==> src/rtl/fifo_uart_tx_if.sv <==
// Read-side handshake between the 8-bit synchronous FIFO and its UART consumer.
interface fifo_uart_tx_if;
  logic       fifo_empty;
  logic       fifo_valid;
  logic [7:0] fifo_data;
  logic       fifo_rd_en;

  // FIFO side: presents status/data, receives the read request
  modport master (
    output fifo_empty,
    output fifo_valid,
    output fifo_data,
    input  fifo_rd_en
  );

  // Consumer side: issues the read request, receives status/data
  modport slave (
    input  fifo_empty,
    input  fifo_valid,
    input  fifo_data,
    output fifo_rd_en
  );
endinterface

==> src/rtl/fifo_uart_tx.sv <==
// FIFO-fed UART transmitter: pops one byte per frame and serialises it as
// start bit, 8 data bits LSB first, optional even parity, 1 or 2 stop bits.
module fifo_uart_tx #(
  parameter int unsigned CLKS_PER_BIT = 4,
  parameter int unsigned PARITY_EN    = 0,
  parameter int unsigned STOP_BITS    = 1,
  parameter int unsigned CNT_W        = 16
) (
  input  logic             clk,
  input  logic             rst_n,
  input  logic             en,
  fifo_uart_tx_if.slave    fifo,
  output logic             tx,
  output logic             busy,
  output logic             tx_done,
  output logic             rd_err,
  output logic [CNT_W-1:0] frame_cnt
);

  localparam int unsigned BAUD_W = (CLKS_PER_BIT > 2) ? $clog2(CLKS_PER_BIT) : 1;
  localparam logic [BAUD_W-1:0] BAUD_LAST = BAUD_W'(CLKS_PER_BIT - 1);
  localparam logic [2:0]        STOP_LAST = 3'(STOP_BITS - 1);

  typedef enum logic [2:0] {
    S_IDLE   = 3'd0,
    S_REQ    = 3'd1,
    S_WAIT   = 3'd2,
    S_START  = 3'd3,
    S_DATA   = 3'd4,
    S_PARITY = 3'd5,
    S_STOP   = 3'd6
  } state_t;

  state_t             state_q, state_d;
  logic [7:0]         shreg_q, shreg_d;
  logic [2:0]         bit_q, bit_d;
  logic [BAUD_W-1:0]  baud_q, baud_d;
  logic               par_q, par_d;
  logic               tx_q, tx_d;
  logic               done_q, done_d;
  logic               err_q, err_d;
  logic [CNT_W-1:0]   cnt_q, cnt_d;
  logic               baud_tc;

  assign baud_tc = (baud_q == BAUD_LAST);

  // State and datapath registers; reset aborts any frame in flight
  always_ff @(posedge clk) begin
    if (!rst_n) begin
      state_q <= S_IDLE;
      shreg_q <= '0;
      bit_q   <= '0;
      baud_q  <= '0;
      par_q   <= 1'b0;
      tx_q    <= 1'b1;
      done_q  <= 1'b0;
      err_q   <= 1'b0;
      cnt_q   <= '0;
    end else begin
      state_q <= state_d;
      shreg_q <= shreg_d;
      bit_q   <= bit_d;
      baud_q  <= baud_d;
      par_q   <= par_d;
      tx_q    <= tx_d;
      done_q  <= done_d;
      err_q   <= err_d;
      cnt_q   <= cnt_d;
    end
  end

  // Next-state, bit timing and registered-output precompute
  always_comb begin
    state_d = state_q;
    shreg_d = shreg_q;
    bit_d   = bit_q;
    baud_d  = baud_q;
    par_d   = par_q;
    done_d  = 1'b0;
    err_d   = 1'b0;
    cnt_d   = cnt_q;

    case (state_q)
      S_IDLE: begin
        baud_d = '0;
        bit_d  = '0;
        if (en && !fifo.fifo_empty) state_d = S_REQ;
      end
      S_REQ: begin
        state_d = S_WAIT;
      end
      S_WAIT: begin
        if (fifo.fifo_valid) begin
          shreg_d = fifo.fifo_data;
          par_d   = ^fifo.fifo_data;
          baud_d  = '0;
          bit_d   = '0;
          state_d = S_START;
        end else begin
          err_d   = 1'b1;
          state_d = S_IDLE;
        end
      end
      S_START: begin
        if (baud_tc) begin
          baud_d  = '0;
          state_d = S_DATA;
        end else begin
          baud_d = baud_q + 1'b1;
        end
      end
      S_DATA: begin
        if (baud_tc) begin
          baud_d  = '0;
          shreg_d = {1'b0, shreg_q[7:1]};
          if (bit_q == 3'd7) begin
            bit_d   = '0;
            state_d = (PARITY_EN != 0) ? S_PARITY : S_STOP;
          end else begin
            bit_d = bit_q + 3'd1;
          end
        end else begin
          baud_d = baud_q + 1'b1;
        end
      end
      S_PARITY: begin
        if (baud_tc) begin
          baud_d  = '0;
          bit_d   = '0;
          state_d = S_STOP;
        end else begin
          baud_d = baud_q + 1'b1;
        end
      end
      S_STOP: begin
        if (baud_tc) begin
          baud_d = '0;
          if (bit_q == STOP_LAST) begin
            bit_d   = '0;
            done_d  = 1'b1;
            cnt_d   = cnt_q + CNT_W'(1);
            state_d = S_IDLE;
          end else begin
            bit_d = bit_q + 3'd1;
          end
        end else begin
          baud_d = baud_q + 1'b1;
        end
      end
      default: state_d = S_IDLE;
    endcase

    // tx is registered, so it is decoded from the state being entered
    case (state_d)
      S_START:  tx_d = 1'b0;
      S_DATA:   tx_d = shreg_d[0];
      S_PARITY: tx_d = par_d;
      default:  tx_d = 1'b1;
    endcase
  end

  assign fifo.fifo_rd_en = (state_q == S_REQ);
  assign busy            = (state_q != S_IDLE);
  assign tx              = tx_q;
  assign tx_done         = done_q;
  assign rd_err          = err_q;
  assign frame_cnt       = cnt_q;

endmodule

==> src/flat_wrapper.sv <==
// flat-port wrapper written by rule: the top's interface ports become plain ports
module fifo_uart_tx_flat 
#(
  parameter int unsigned CLKS_PER_BIT = 4,
  parameter int unsigned PARITY_EN    = 0,
  parameter int unsigned STOP_BITS    = 1,
  parameter int unsigned CNT_W        = 16
)
  (clk, rst_n, en, tx, busy, tx_done, rd_err, frame_cnt, fifo_fifo_empty, fifo_fifo_valid, fifo_fifo_data, fifo_fifo_rd_en);
  fifo_uart_tx_if fifo_i ();
  input  logic clk;
  input  logic rst_n;
  input  logic en;
  output logic tx;
  output logic busy;
  output logic tx_done;
  output logic rd_err;
  output logic [CNT_W-1:0] frame_cnt;
  input wire logic [$bits(fifo_i.fifo_empty)-1:0] fifo_fifo_empty;
  input wire logic [$bits(fifo_i.fifo_valid)-1:0] fifo_fifo_valid;
  input wire logic [$bits(fifo_i.fifo_data)-1:0] fifo_fifo_data;
  output wire logic [$bits(fifo_i.fifo_rd_en)-1:0] fifo_fifo_rd_en;
  assign fifo_i.fifo_empty = fifo_fifo_empty;
  assign fifo_i.fifo_valid = fifo_fifo_valid;
  assign fifo_i.fifo_data = fifo_fifo_data;
  assign fifo_fifo_rd_en = fifo_i.fifo_rd_en;
  fifo_uart_tx #(.CLKS_PER_BIT(CLKS_PER_BIT), .PARITY_EN(PARITY_EN), .STOP_BITS(STOP_BITS), .CNT_W(CNT_W)) u_core (.clk(clk), .rst_n(rst_n), .en(en), .fifo(fifo_i), .tx(tx), .busy(busy), .tx_done(tx_done), .rd_err(rd_err), .frame_cnt(frame_cnt));
endmodule
==> config.mk <==
export PLATFORM = sky130hd
export DESIGN_NAME = fifo_uart_tx_flat
export DESIGN_NICKNAME = d
export VERILOG_FILES = /design/src/rtl/fifo_uart_tx_if.sv /design/src/rtl/fifo_uart_tx.sv /design/src/flat_wrapper.sv
export SDC_FILE = /design/constraint.sdc
export NUM_CORES = 1
export LEC_CHECK = 0
export BUFFER_PORTS_ARGS = -buffer_cell sky130_fd_sc_hd__buf_2
export CAP_MARGIN = 30
export CORE_MARGIN = 5
export CORE_UTILIZATION = 30
export DETAILED_ROUTE_END_ITERATION = 6
export PLACE_DENSITY = 0.5
export SLEW_MARGIN = 20
export SYNTH_ARGS = -nofsm -noshare
export SYNTH_HDL_FRONTEND = slang
export SYNTH_SLANG_ARGS = --single-unit
==> constraint.sdc <==
create_clock -name clk -period 2.8 [get_ports clk]
set_input_delay 0.28 -clock clk [delete_from_list [all_inputs] [get_ports clk]]
set_output_delay 0.28 -clock clk [all_outputs]
set_load 0.02 [all_outputs]
==> impl_metrics.toml <==
[outcome]
status = "completed"

[sta]
fin_crit_ns = 2.34
final-hold-violation-count = 0
maxSlewViolCount = 0
fmax_ghz = 0.427
finalSetupTns_ns = 0
skew_ns = 0.0103
tightest_slew_ns = 0.722
maxSlewHeadroom = 0.516
setup-violations-final = 0
fin_crit_sh = 0.836
rsz0062_at_grt = "no"

[synthesis]
synth_edf_count = 0
synth_top_family_by_area = "simple AND/OR/NAND/NOR gates"
synth_fa_ha_area_frac = 0.0325
ys_top_cells_by_area = "dfxtp_1, xnor2_1, a21oi_1, ha_1, a22oi_1"
ys_warn_count = 0
syn_area_per_cell_um2 = 8.71
synth_top_area_cell = "dfxtp_1"
synth_compound_area_frac = 0.186
synth_top_area_share = 0.374
syn_nets = 239
netlist_instances = 221
yosysSeqAreaShare = 0.374
synth_xor_xnor_area_share = 0.0682
synth_simple_gate_area_share = 0.255
async_flop_share = 0
syn_area_um2 = 1930
ys.flop_type = "dfxtp_1"
synth_cell_types = 46
synthMuxAreaShare = 0.0227
synth-seq-cells = 36

[placed_design]
place_congestion = 0.793
io_buffers = 33
dp_hpwl_um = 3030
place_area_um2 = 2140
dp.cells = 322

[cells_and_area]
drive_gt1_frac = 0.198
final_area_um2 = 2230
fin_util = 0.354
instances_no_fill = 330
antenna_cells = 0
syn_to_final_growth_pct = 16.0
nets = 270
fill_cells = 686

[cts]
hold_buffers = 0
cts.reportedPaths.clkPinSlew_ns = 0.08
cts_made_buffers = 5
tritoncts = "built"
cts_sinks = 36
ctsResizeCount = 0
postCtsSetupBuffers = 0
insertion_delay_ns = 0.28
cts_root_buf = "clkbuf_8"
h-tree-depth = 2
clockBufferDepth = 2

[worst_setup_path]
critPathMaxFanout = 17
cp_cell_sequence = "inv_1, ha_1, nand2b_1, or4_1, or4_1, a21oi_1"
cp_slowest_cell = "or4_1"
critical_path.top_delay_family = "simple AND/OR/NAND/NOR gates"
worstPathArrival_ns = 2.55
critPathMaxStageDelay_ns = 0.79
criticalPathCategory = "reg2reg"
start_kind = "flop"
setup.worst_path.end_class = "flop"
worstPathRequired_ns = 3.01
crit_top_cell = "or4_1"
r2r_slack_ns = 0.46
path_buf_inv = 1

[floorplanning]
die_h_um = 90.1
core_area_um2 = 6310
io_pins = 34
rows = 29
dieArea_um2 = 8120
die_w_um = 90.1
start_util = 0.305

[detailed_routing]
wl_um = 4330
drc_errors = 0
vias_per_cell = 5.22
wire_per_inst_um = 13.1
vias = 1723
drt-initial-drc-count = 97
dr.pass1.iters = 4
final_antenna_net_count = 0

[run]
drv_cap = 0

[grt]
antenna_found_initial = 0
grt_pass1_wl_um = 7580
grt_pass1_vias = 1619
grt_max_degree = 31
grt_util_all_layers = 0.109
overflow = 0

[power_and_ir_drop]
power_density_nw_per_um2 = 443
leakage_nw = 0.844
ir_drop_v = 0.000178
p_total_uw = 989

[worst_hold_path]
hold_class = "in2reg"
==> synthesized netlist by cell type, types with 2 or more instances <==
cell type / number
o21a_1: 2
a221oi_1: 2
nor3_1: 4
o31ai_1: 7
dfxtp_1: 36
nand3b_1: 2
or2b_1: 2
clkbuf_1: 8
a31oi_1: 2
ha_1: 5
o2111ai_1: 2
o21ai_0: 6
nor4_1: 4
nand2_1: 15
nand2b_1: 7
xnor2_1: 14
nand3_1: 7
nand4_1: 3
nor2_1: 13
or4_1: 8
a22oi_1: 8
buf_6: 3
a21oi_1: 22
inv_1: 10
and4bb_2: 2
nor3b_1: 7
==> tightest hold or removal path, cell delays in order <==
cell     delay (ns)
buf_2          0.10
a22oi_1        0.07
nor2_1         0.08
==> final cells by class <==
type | instances | area [um^2] | area share
multi-input cells | 161 | 1090 | 0.487
flip-flops and latches | 36 | 721 | 0.323
repair buffers | 38 | 203 | 0.0907
well taps | 77 | 96.3 | 0.0431
clock buffers | 8 | 90.1 | 0.0403
inverters | 10 | 37.5 | 0.0168
==> registers in the layout, indices dropped and copies added (netlist names) <==
signal and flops:
u_core.frame_cnt 16, u_core.par_q 1, u_core.state_q 3, u_core.tx_done 1
u_core.rd_err 1, u_core.tx 1, u_core.baud_q 2, u_core.shreg_q 8
u_core.bit_q 3
==> per-layer routing <==
layer	global-route usage	vias to the layer above	part of all wire
met2	0.172	37	0.46
met4	0.0335	0	0.0060
li1	-	870	-
met1	0.142	814	0.49
met3	0.0326	2	0.046
met5	0	-	0
==> path summary, 6_finish.rpt <==
path / startpoint / to / cells past startpoint
worst min register to register: u_core.shreg_q[0]$_SDFF_PN0_ / u_core.shreg_q[0]$_SDFF_PN0_ / 2
worst max-delay path: u_core.bit_q[0]$_SDFFE_PN0P_ / u_core.frame_cnt[14]$_SDFFE_PN0P_ / 6
worst min-delay path: fifo_fifo_data[7] / u_core.shreg_q[7]$_SDFFE_PN0P_ / 3
worst max register to register: u_core.bit_q[0]$_SDFFE_PN0P_ / u_core.frame_cnt[14]$_SDFFE_PN0P_ / 6
==> kinds of logic after synthesis <==
family | Yosys count
AND/OR/NAND/NOR | 82
AO/OA/AOI/OAI | 56
flip-flops | 36
multiplexers | 3
adder cells (fa/ha/maj) | 5
XOR/XNOR | 15
buffers and inverters | 24
==> power breakdown <==
part / total (mW) / leakage [nW] / internal (mW) / switching, mW
clock network: 0.381 / 0.0455 / 0.201 / 0.180
logic: 0.0879 / 0.508 / 0.0392 / 0.0487
registers: 0.520 / 0.290 / 0.517 / 0.00318
total: 0.989 / 0.844 / 0.757 / 0.232
==> metrics by stage <==
step / setup slack [ns] / hold slack, ns
final: 0.460 / 0.277
after global routing: 0.227 / 0.300
after detailed placement: 0.476 / 0.448
after floorplan: 0.695 / 0.398
after global placement: 0.522 / 0.441
after CTS: 0.461 / 0.270
==> placed cells by master, fill, tap and decap left out, types with 4 or more instances in the layout <==
cell	synthesis	final
buf_4	1	5
or4_1	8	8
nor2_1	13	13
clkbuf_8	0	6
dfxtp_1	36	36
inv_1	10	10
a21oi_1	22	22
nand2_1	15	15
nand2b_1	7	7
xnor2_1	14	14
nor3b_1	7	7
nor4_1	4	4
nor3_1	4	4
a22oi_1	8	8
nand3_1	7	7
buf_2	1	33
o21ai_0	6	6
ha_1	5	5
o31ai_1	7	7
Note: power is estimated with default switching activity, not from simulation.
